File: src/rtl/calc_pkg.sv
// Shared encodings for the accumulator-bank calculator: opcodes, FSM states
// and the opcode field width.
package calc_pkg;

  localparam int OP_W = 3;

  typedef enum logic [OP_W-1:0] {
    OP_ADD = 3'd0,
    OP_SUB = 3'd1,
    OP_AND = 3'd2,
    OP_OR  = 3'd3,
    OP_XOR = 3'd4,
    OP_SLL = 3'd5,
    OP_SRL = 3'd6,
    OP_MUL = 3'd7
  } op_e;

  typedef enum logic [1:0] {
    ST_IDLE = 2'd0,
    ST_EXEC = 2'd1,
    ST_MUL  = 2'd2
  } state_e;

endpackage

File: src/rtl/calc_mul_seq.sv
// Iterative unsigned shift-add multiplier, one multiplier bit per clock.
// The final partial sum is presented combinationally alongside valid.
module calc_mul_seq #(
  parameter int WIDTH = 16
) (
  input  logic             clk,
  input  logic             rst_n,
  input  logic             start,
  input  logic [WIDTH-1:0] a,
  input  logic [WIDTH-1:0] b,
  output logic [WIDTH-1:0] prod_lo,
  output logic [WIDTH-1:0] prod_hi,
  output logic             valid
);

  localparam int CNT_W = $clog2(WIDTH + 1);

  logic [2*WIDTH-1:0] mcand;
  logic [2*WIDTH-1:0] psum;
  logic [2*WIDTH-1:0] psum_next;
  logic [WIDTH-1:0]   mplier;
  logic [CNT_W-1:0]   cnt;

  assign psum_next = psum + (mplier[0] ? mcand : '0);
  // valid marks the edge that consumes the last multiplier bit
  assign valid     = (cnt == CNT_W'(1));
  assign prod_lo   = psum_next[WIDTH-1:0];
  assign prod_hi   = psum_next[2*WIDTH-1:WIDTH];

  always_ff @(posedge clk or negedge rst_n) begin
    if (!rst_n) begin
      mcand  <= '0;
      psum   <= '0;
      mplier <= '0;
      cnt    <= '0;
    end else if (start) begin
      mcand  <= {{WIDTH{1'b0}}, a};
      psum   <= '0;
      mplier <= b;
      cnt    <= CNT_W'(WIDTH);
    end else if (cnt != '0) begin
      psum   <= psum_next;
      mcand  <= mcand << 1;
      mplier <= mplier >> 1;
      cnt    <= cnt - 1'b1;
    end
  end

endmodule

File: src/rtl/calc_acc_bank.sv
// Bank of NUM_ACC accumulators driven by an execute button; one op per press.
// Optional button debounce filter enabled by defining CALC_DEBOUNCE_EN.
//
// state   | meaning
// IDLE    | waiting for a press; operands captured on go
// EXEC    | single-cycle ALU op, writeback on the next edge
// MUL     | sequential multiply in progress, writeback on last bit
module calc_acc_bank
  import calc_pkg::*;
#(
  parameter int WIDTH           = 16,
  parameter int NUM_ACC         = 4,
  parameter int DEBOUNCE_CYCLES = 4
) (
  input  logic                       clk,
  input  logic                       rst_n,
  input  logic                       btnd,
  input  logic [OP_W-1:0]            op,
  input  logic [$clog2(NUM_ACC)-1:0] sel,
  input  logic [WIDTH-1:0]           sw,
  output logic [WIDTH-1:0]           led,
  output logic                       busy,
  output logic                       done,
  output logic                       zero,
  output logic                       ovf
);

  localparam int SEL_W = $clog2(NUM_ACC);
  localparam int SH_W  = $clog2(WIDTH);

  state_e           state, state_next;
  logic [WIDTH-1:0] acc [NUM_ACC];
  logic             btnd_lvl, btnd_q, go;
  logic             capture, mul_start, mul_valid;
  logic             wb_en, wb_ovf, alu_ovf;
  logic [WIDTH-1:0] wb_data, alu_res, mul_lo, mul_hi;
  op_e              op_q;
  logic [SEL_W-1:0] sel_q;
  logic [WIDTH-1:0] a_q, b_q;

`ifdef CALC_DEBOUNCE_EN
  localparam int DB_W = $clog2(DEBOUNCE_CYCLES + 1);
  logic            btnd_f;
  logic [DB_W-1:0] db_cnt;

  // Level follows the raw button only after DEBOUNCE_CYCLES differing samples in a row
  always_ff @(posedge clk or negedge rst_n) begin
    if (!rst_n) begin
      btnd_f <= 1'b1;
      db_cnt <= '0;
    end else if (btnd == btnd_f) begin
      db_cnt <= '0;
    end else if (db_cnt == DB_W'(DEBOUNCE_CYCLES - 1)) begin
      btnd_f <= btnd;
      db_cnt <= '0;
    end else begin
      db_cnt <= db_cnt + 1'b1;
    end
  end
  assign btnd_lvl = btnd_f;
`else
  assign btnd_lvl = btnd;
`endif

  assign go  = btnd_lvl & ~btnd_q;
  assign led = acc[sel];

  always_ff @(posedge clk or negedge rst_n) begin
    if (!rst_n) state <= ST_IDLE;
    else        state <= state_next;
  end

  always_comb begin
    state_next = state;
    unique case (state)
      ST_IDLE: if (go) state_next = (op_e'(op) == OP_MUL) ? ST_MUL : ST_EXEC;
      ST_EXEC: state_next = ST_IDLE;
      ST_MUL:  if (mul_valid) state_next = ST_IDLE;
      default: state_next = ST_IDLE;
    endcase
  end

  always_comb begin
    busy      = (state != ST_IDLE);
    capture   = (state == ST_IDLE) && go;
    mul_start = capture && (op_e'(op) == OP_MUL);
    wb_en     = 1'b0;
    wb_data   = alu_res;
    wb_ovf    = alu_ovf;
    unique case (state)
      ST_EXEC: wb_en = 1'b1;
      ST_MUL: begin
        wb_en   = mul_valid;
        wb_data = mul_lo;
        wb_ovf  = |mul_hi;
      end
      default: wb_en = 1'b0;
    endcase
  end

  always_comb begin
    alu_res = '0;
    alu_ovf = 1'b0;
    unique case (op_q)
      OP_ADD: begin
        alu_res = a_q + b_q;
        alu_ovf = (a_q[WIDTH-1] == b_q[WIDTH-1]) && (alu_res[WIDTH-1] != a_q[WIDTH-1]);
      end
      OP_SUB: begin
        alu_res = a_q - b_q;
        alu_ovf = (a_q[WIDTH-1] != b_q[WIDTH-1]) && (alu_res[WIDTH-1] != a_q[WIDTH-1]);
      end
      OP_AND:  alu_res = a_q & b_q;
      OP_OR:   alu_res = a_q | b_q;
      OP_XOR:  alu_res = a_q ^ b_q;
      OP_SLL:  alu_res = a_q << b_q[SH_W-1:0];
      OP_SRL:  alu_res = a_q >> b_q[SH_W-1:0];
      default: alu_res = '0;
    endcase
  end

  always_ff @(posedge clk or negedge rst_n) begin
    if (!rst_n) begin
      for (int i = 0; i < NUM_ACC; i++) acc[i] <= '0;
      btnd_q <= 1'b1;
      done   <= 1'b0;
      zero   <= 1'b0;
      ovf    <= 1'b0;
      op_q   <= OP_ADD;
      sel_q  <= '0;
      a_q    <= '0;
      b_q    <= '0;
    end else begin
      btnd_q <= btnd_lvl;
      done   <= wb_en;
      if (capture) begin
        op_q  <= op_e'(op);
        sel_q <= sel;
        a_q   <= acc[sel];
        b_q   <= sw;
      end
      if (wb_en) begin
        acc[sel_q] <= wb_data;
        zero       <= (wb_data == '0);
        ovf        <= wb_ovf;
      end
    end
  end

  calc_mul_seq #(.WIDTH(WIDTH)) u_mul (
    .clk     (clk),
    .rst_n   (rst_n),
    .start   (mul_start),
    .a       (acc[sel]),
    .b       (sw),
    .prod_lo (mul_lo),
    .prod_hi (mul_hi),
    .valid   (mul_valid)
  );

endmodule

File: config.mk
export PLATFORM = sky130hd
export DESIGN_NAME = calc_acc_bank
export DESIGN_NICKNAME = d
export VERILOG_FILES = /design/src/rtl/calc_pkg.sv /design/src/rtl/calc_mul_seq.sv /design/src/rtl/calc_acc_bank.sv
export SDC_FILE = /design/constraint.sdc
export NUM_CORES = 1
export LEC_CHECK = 0
export ABC_AREA = 1
export CORE_MARGIN = 1.5
export CORE_UTILIZATION = 55
export CTS_BUF_LIST = sky130_fd_sc_hd__clkbuf_16
export DETAILED_ROUTE_END_ITERATION = 8
export PLACE_DENSITY = 0.83
export RECOVER_POWER = 25
export SLEW_MARGIN = 40
export SYNTH_ARGS = -nofsm -noshare
export SYNTH_HDL_FRONTEND = slang
export SYNTH_SLANG_ARGS = --single-unit
File: constraint.sdc
create_clock -name clk -period 3.79 [get_ports clk]
set_clock_uncertainty 0.1 [all_clocks]
set_input_delay 0.9475 -clock clk [delete_from_list [all_inputs] [get_ports clk]]
set_output_delay 0.9475 -clock clk [all_outputs]
set_load 0.02 [all_outputs]
==> qor.yml <==
timing:
  setup_viol: 0
  worst_slew_pin_slew_ns: 1.637
  final_max_slew_viol_count: 29
  rsz0062_at_grt: "false"
  fin_setup_tns_ns: 0
  fin_crit_sh_pct: 98.53
  setup_slack_ns: 0.05578
  clock.fmax_mhz: 267.8
  hold_viol: 0
  min_period_ns: 3.734
  relSlewSlack_pct: -9.151
die:
  die_area_um2: 27130
  core_area_um2: 25840
  rows: 59
  io_pins: 44
  die_h_um: 164.7
  start_util_pct: 55.67
  die_width_um: 164.7
pwr:
  power_frac_seq_pct: 24.5
  ir_drop_v: 0.0004984
  combPwrFrac_pct: 61.7
  intPower_w: 0.006432
  powerDensity_nw_per_um2: 884.8
  pwr-share-clk_pct: 13.8
  total_power_w: 0.01418
  p_switching_w: 0.007746
  switching_share_pct: 54.63
  power_leakage_nw: 8.314
detailed_routing:
  wl_mm: 49.18
  drc: 0
  ant_nets: 0
  via_count: 14970
  first_iter_violations: 1668
  dr.pass1.iters: 7
  avgRoutedWirePerCell_um: 19.27
  post_drt_via_cell_ratio: 5.864
cells_and_area:
  nFillCells: 2382
  instances_no_fill: 2552
  seqCellArea_um2: 4806
  final_layout_size_suffix_gt1_share_pct: 6.495
  fin_nets: 2318
  postLayoutCellArea_um2: 16020
  syn_to_final_growth_pct: 11.40
  multi_input_area_um2: 8169
  n_antenna_cell: 0
setup_path:
  r2r_cells: 14
  worst_path_largest_cell_delay_ns: 0.61
  crit_buf_inv: 4
  arrival_ns: 2.69
  path_cells: "clkdlybuf4s50_1, buf_4, a21oi_1, o21ai_0, nand2_1, inv_1, clkdlybuf4s50_1"
  crit_type: "in2out"
  cp_top_family: "buffers and inverters"
  slowest_stage: "clkdlybuf4s50_1"
  required_ns: 2.74
  r2r_start: "op_q[2]$_DFFE_PN0P_"
  cp.depth: 7
  r2r_slack_ns: 0.16
  startpoint_type: "primary input"
  startpoint: "sel[1]"
  r2r_end: "zero$_DFFE_PN0P_"
  crit_top_cell: "clkdlybuf4s50_1"
  crit_path_end: "led[3]"
  endpoint_kind: "primary output"
  crit_fanout: 4
job:
  cap_violations: 1
global_routing:
  antenna_found_initial: 0
  grt_use_total_pct: 37.25
  grt_pass1_vias: 14160
  grt-ovfl-total: 0
  grt_max_degree: 102
  grt_pass1_wl_mm: 77.05
synthesis:
  synthArstFlopShare_pct: 100.0
  synth_edf_count: 0
  syn_inst: 2166
  synthFlopType: "dfrtp_1"
  avgSynthCellArea_um2: 6.641
  yosysWarnings: 0
  ys_seq_area_share_pct: 33.41
  syn_area_um2: 14380
  synth-seq-cells: 192
  syn_nets: 2280
  ys_types: 49
min_path:
  hp-class: "reg2reg"
clock_tree:
  cts_tree: "yes"
  cts_buffers: 17
  root_buffer: "clkbuf_16"
  cts_buffer_depth: 2
  insertion_delay_ns: 0.45
  ctsHoldBuffers: 0
  clock_sinks: 192
  clk_pin_slew_ns: 0.08
  cts_max_level: 4
status:
  status: "finished with violations"
  failed_checks: "max-capacitance violations, max-slew violations"
placed_design:
  dp.cells: 2519
  dpl_worst_slack_ns: -0.1194
  gp_congestion: 1.028
  post_dp_cell_area_um2: 15400
  io_buffer_count: 43
  dpl.hpwl_mm: 36.72
how the worst min path moves through the flow:
stage | slack [ns] | startpoint | to | depth (start not counted)
after detailed placement | 0.37 | u_mul.mplier[10]$_DFFE_PN0P_ | u_mul.mplier[9]$_DFFE_PN0P_ | 2
after floorplan | 0.34 | acc[0]$_DFFE_PN0P_ | acc[0]$_DFFE_PN0P_ | 2
final | 0.39 | acc[44]$_DFFE_PN0P_ | acc[44]$_DFFE_PN0P_ | 2
after global placement | 0.36 | u_mul.mplier[11]$_DFFE_PN0P_ | u_mul.mplier[10]$_DFFE_PN0P_ | 2
after CTS | 0.39 | u_mul.mplier[10]$_DFFE_PN0P_ | u_mul.mplier[9]$_DFFE_PN0P_ | 2
after global routing | 0.40 | acc[35]$_DFFE_PN0P_ | acc[35]$_DFFE_PN0P_ | 2
logic make-up (layout without fill, tap and decap cells):
family	after synthesis	count (layout)	synth area share (%)
simple gates	1170	1170	34.17
fa+ha+maj	90	90	7.985
buf+inv	362	413	9.951
flops	192	192	33.41
xor+xnor	16	16	0.9742
compound gates	336	336	13.51
layer usage:
metal | vias up | routed length [um] | GRT usage [%]
li1 | 7054 | - | -
met1 | 7020 | 20070 | 48.40
met2 | 741 | 22410 | 59.51
met3 | 151 | 3973 | 6.027
met4 | 0 | 2724 | 20.11
met5 | - | 0 | 0
Yosys cell counts (3+ instances only):
cell type	n	area, um^2
a32o_1	4	40.04
nand4_1	16	100.1
nand3_2	3	30.03
nand2_1	715	2684
dfrtp_1	191	4780
a21oi_2	4	35.03
inv_1	264	991.0
o21bai_1	6	45.04
o22ai_1	18	112.6
xor2_1	11	96.34
buf_1	6	22.52
nor2_2	6	37.54
nor3_1	20	100.1
o211ai_1	18	135.1
clkbuf_1	41	153.9
buf_4	4	30.03
o221ai_1	9	78.83
ha_1	87	1089
o21ai_1	4	20.02
clkinv_1	3	11.26
o21ai_0	146	730.7
fa_1	3	60.06
a22o_1	23	201.4
buf_2	29	145.1
inv_2	10	37.54
a21oi_1	97	485.5
and2_1	6	37.54
or2_2	8	50.05
nor3_2	6	60.06
nor2_1	147	551.8
nand3_1	233	1166
xnor2_1	5	43.79
tightest hold or removal path, stage by stage, from the launching register on:
cell and delay, ns:
dfrtp_1 0.35, nand2_1 0.05, o21ai_0 0.06
stage by stage:
step / hold slack (ns) / util, %
floorplan: 0.3437 / -
global placement: 0.3637 / 59.60
detailed placement: 0.3712 / 59.60
CTS: 0.3920 / 62.01
global route: 0.4046 / 62.01
finish: 0.3933 / 62.01
sequential cells by signal, summed over array words and instances (netlist names):
signal        flops
u_mul.psum       32
zero              1
u_mul.mplier     16
a_q              16
btnd_q            1
sel_q             2
acc              64
done              1
ovf               1
op_q              3
u_mul.mcand      32
u_mul.cnt         5
b_q              16
state             2
final cells by class:
cell class / instances / share of cell area [%]
clock buffers: 17 / 2.655
clock inverters: 15 / 1.242
inverters: 280 / 6.598
multi-input cells: 1612 / 50.98
flip-flops and latches: 192 / 29.99
well taps: 335 / 2.616
repair buffers: 101 / 5.911
power groups by stage:
stage / registers (W) / clock network (W) / logic (W)
global route: 0.00355 / 0.00204 / 0.00961
finish: 0.00348 / 0.00195 / 0.00875
CTS: 0.00345 / 0.00195 / 0.00848
detailed placement: 0.00347 / 0 / 0.00841
floorplan: 0.00329 / 0 / 0.00578
global placement: 0.00345 / 0 / 0.00828
timing repair:
| action | in CTS | in global routing |
|---|---|---|
| hold endpoints to repair | 0 | 0 |
| endpoints found under the setup margin | 10 | 7 |
| buffers inserted | 0 | 0 |
| gates resized for setup | 3 | 2 |
cells in the final DEF (no fill, tap or decap), drive strengths merged:
| cell type | count |
|---|---|
| dfrtp | 191 |
| o21a | 2 |
| a31oi | 1 |
| xnor2 | 5 |
| a22o | 23 |
| a21oi | 101 |
| clkinv | 10 |
| inv | 285 |
| dlymetal6s2s | 1 |
| o21bai | 7 |
| xor2 | 11 |
| buf | 57 |
| o22ai | 18 |
| dlygate4sd2 | 2 |
| nand3 | 238 |
| fa | 3 |
| nor3 | 26 |
| o211ai | 18 |
| ha | 87 |
| o221ai | 9 |
| clkbuf | 19 |
| clkdlybuf4s50 | 38 |
| o21ai | 151 |
| dlygate4sd3 | 1 |
| nand3b | 2 |
| a41o | 1 |
| and2 | 7 |
| dfstp | 1 |
| nand4 | 16 |
| o31ai | 1 |
| or2 | 9 |
| a32o | 4 |
| nand2 | 718 |
| nor2 | 154 |
Power figures use the tool's default switching activity.
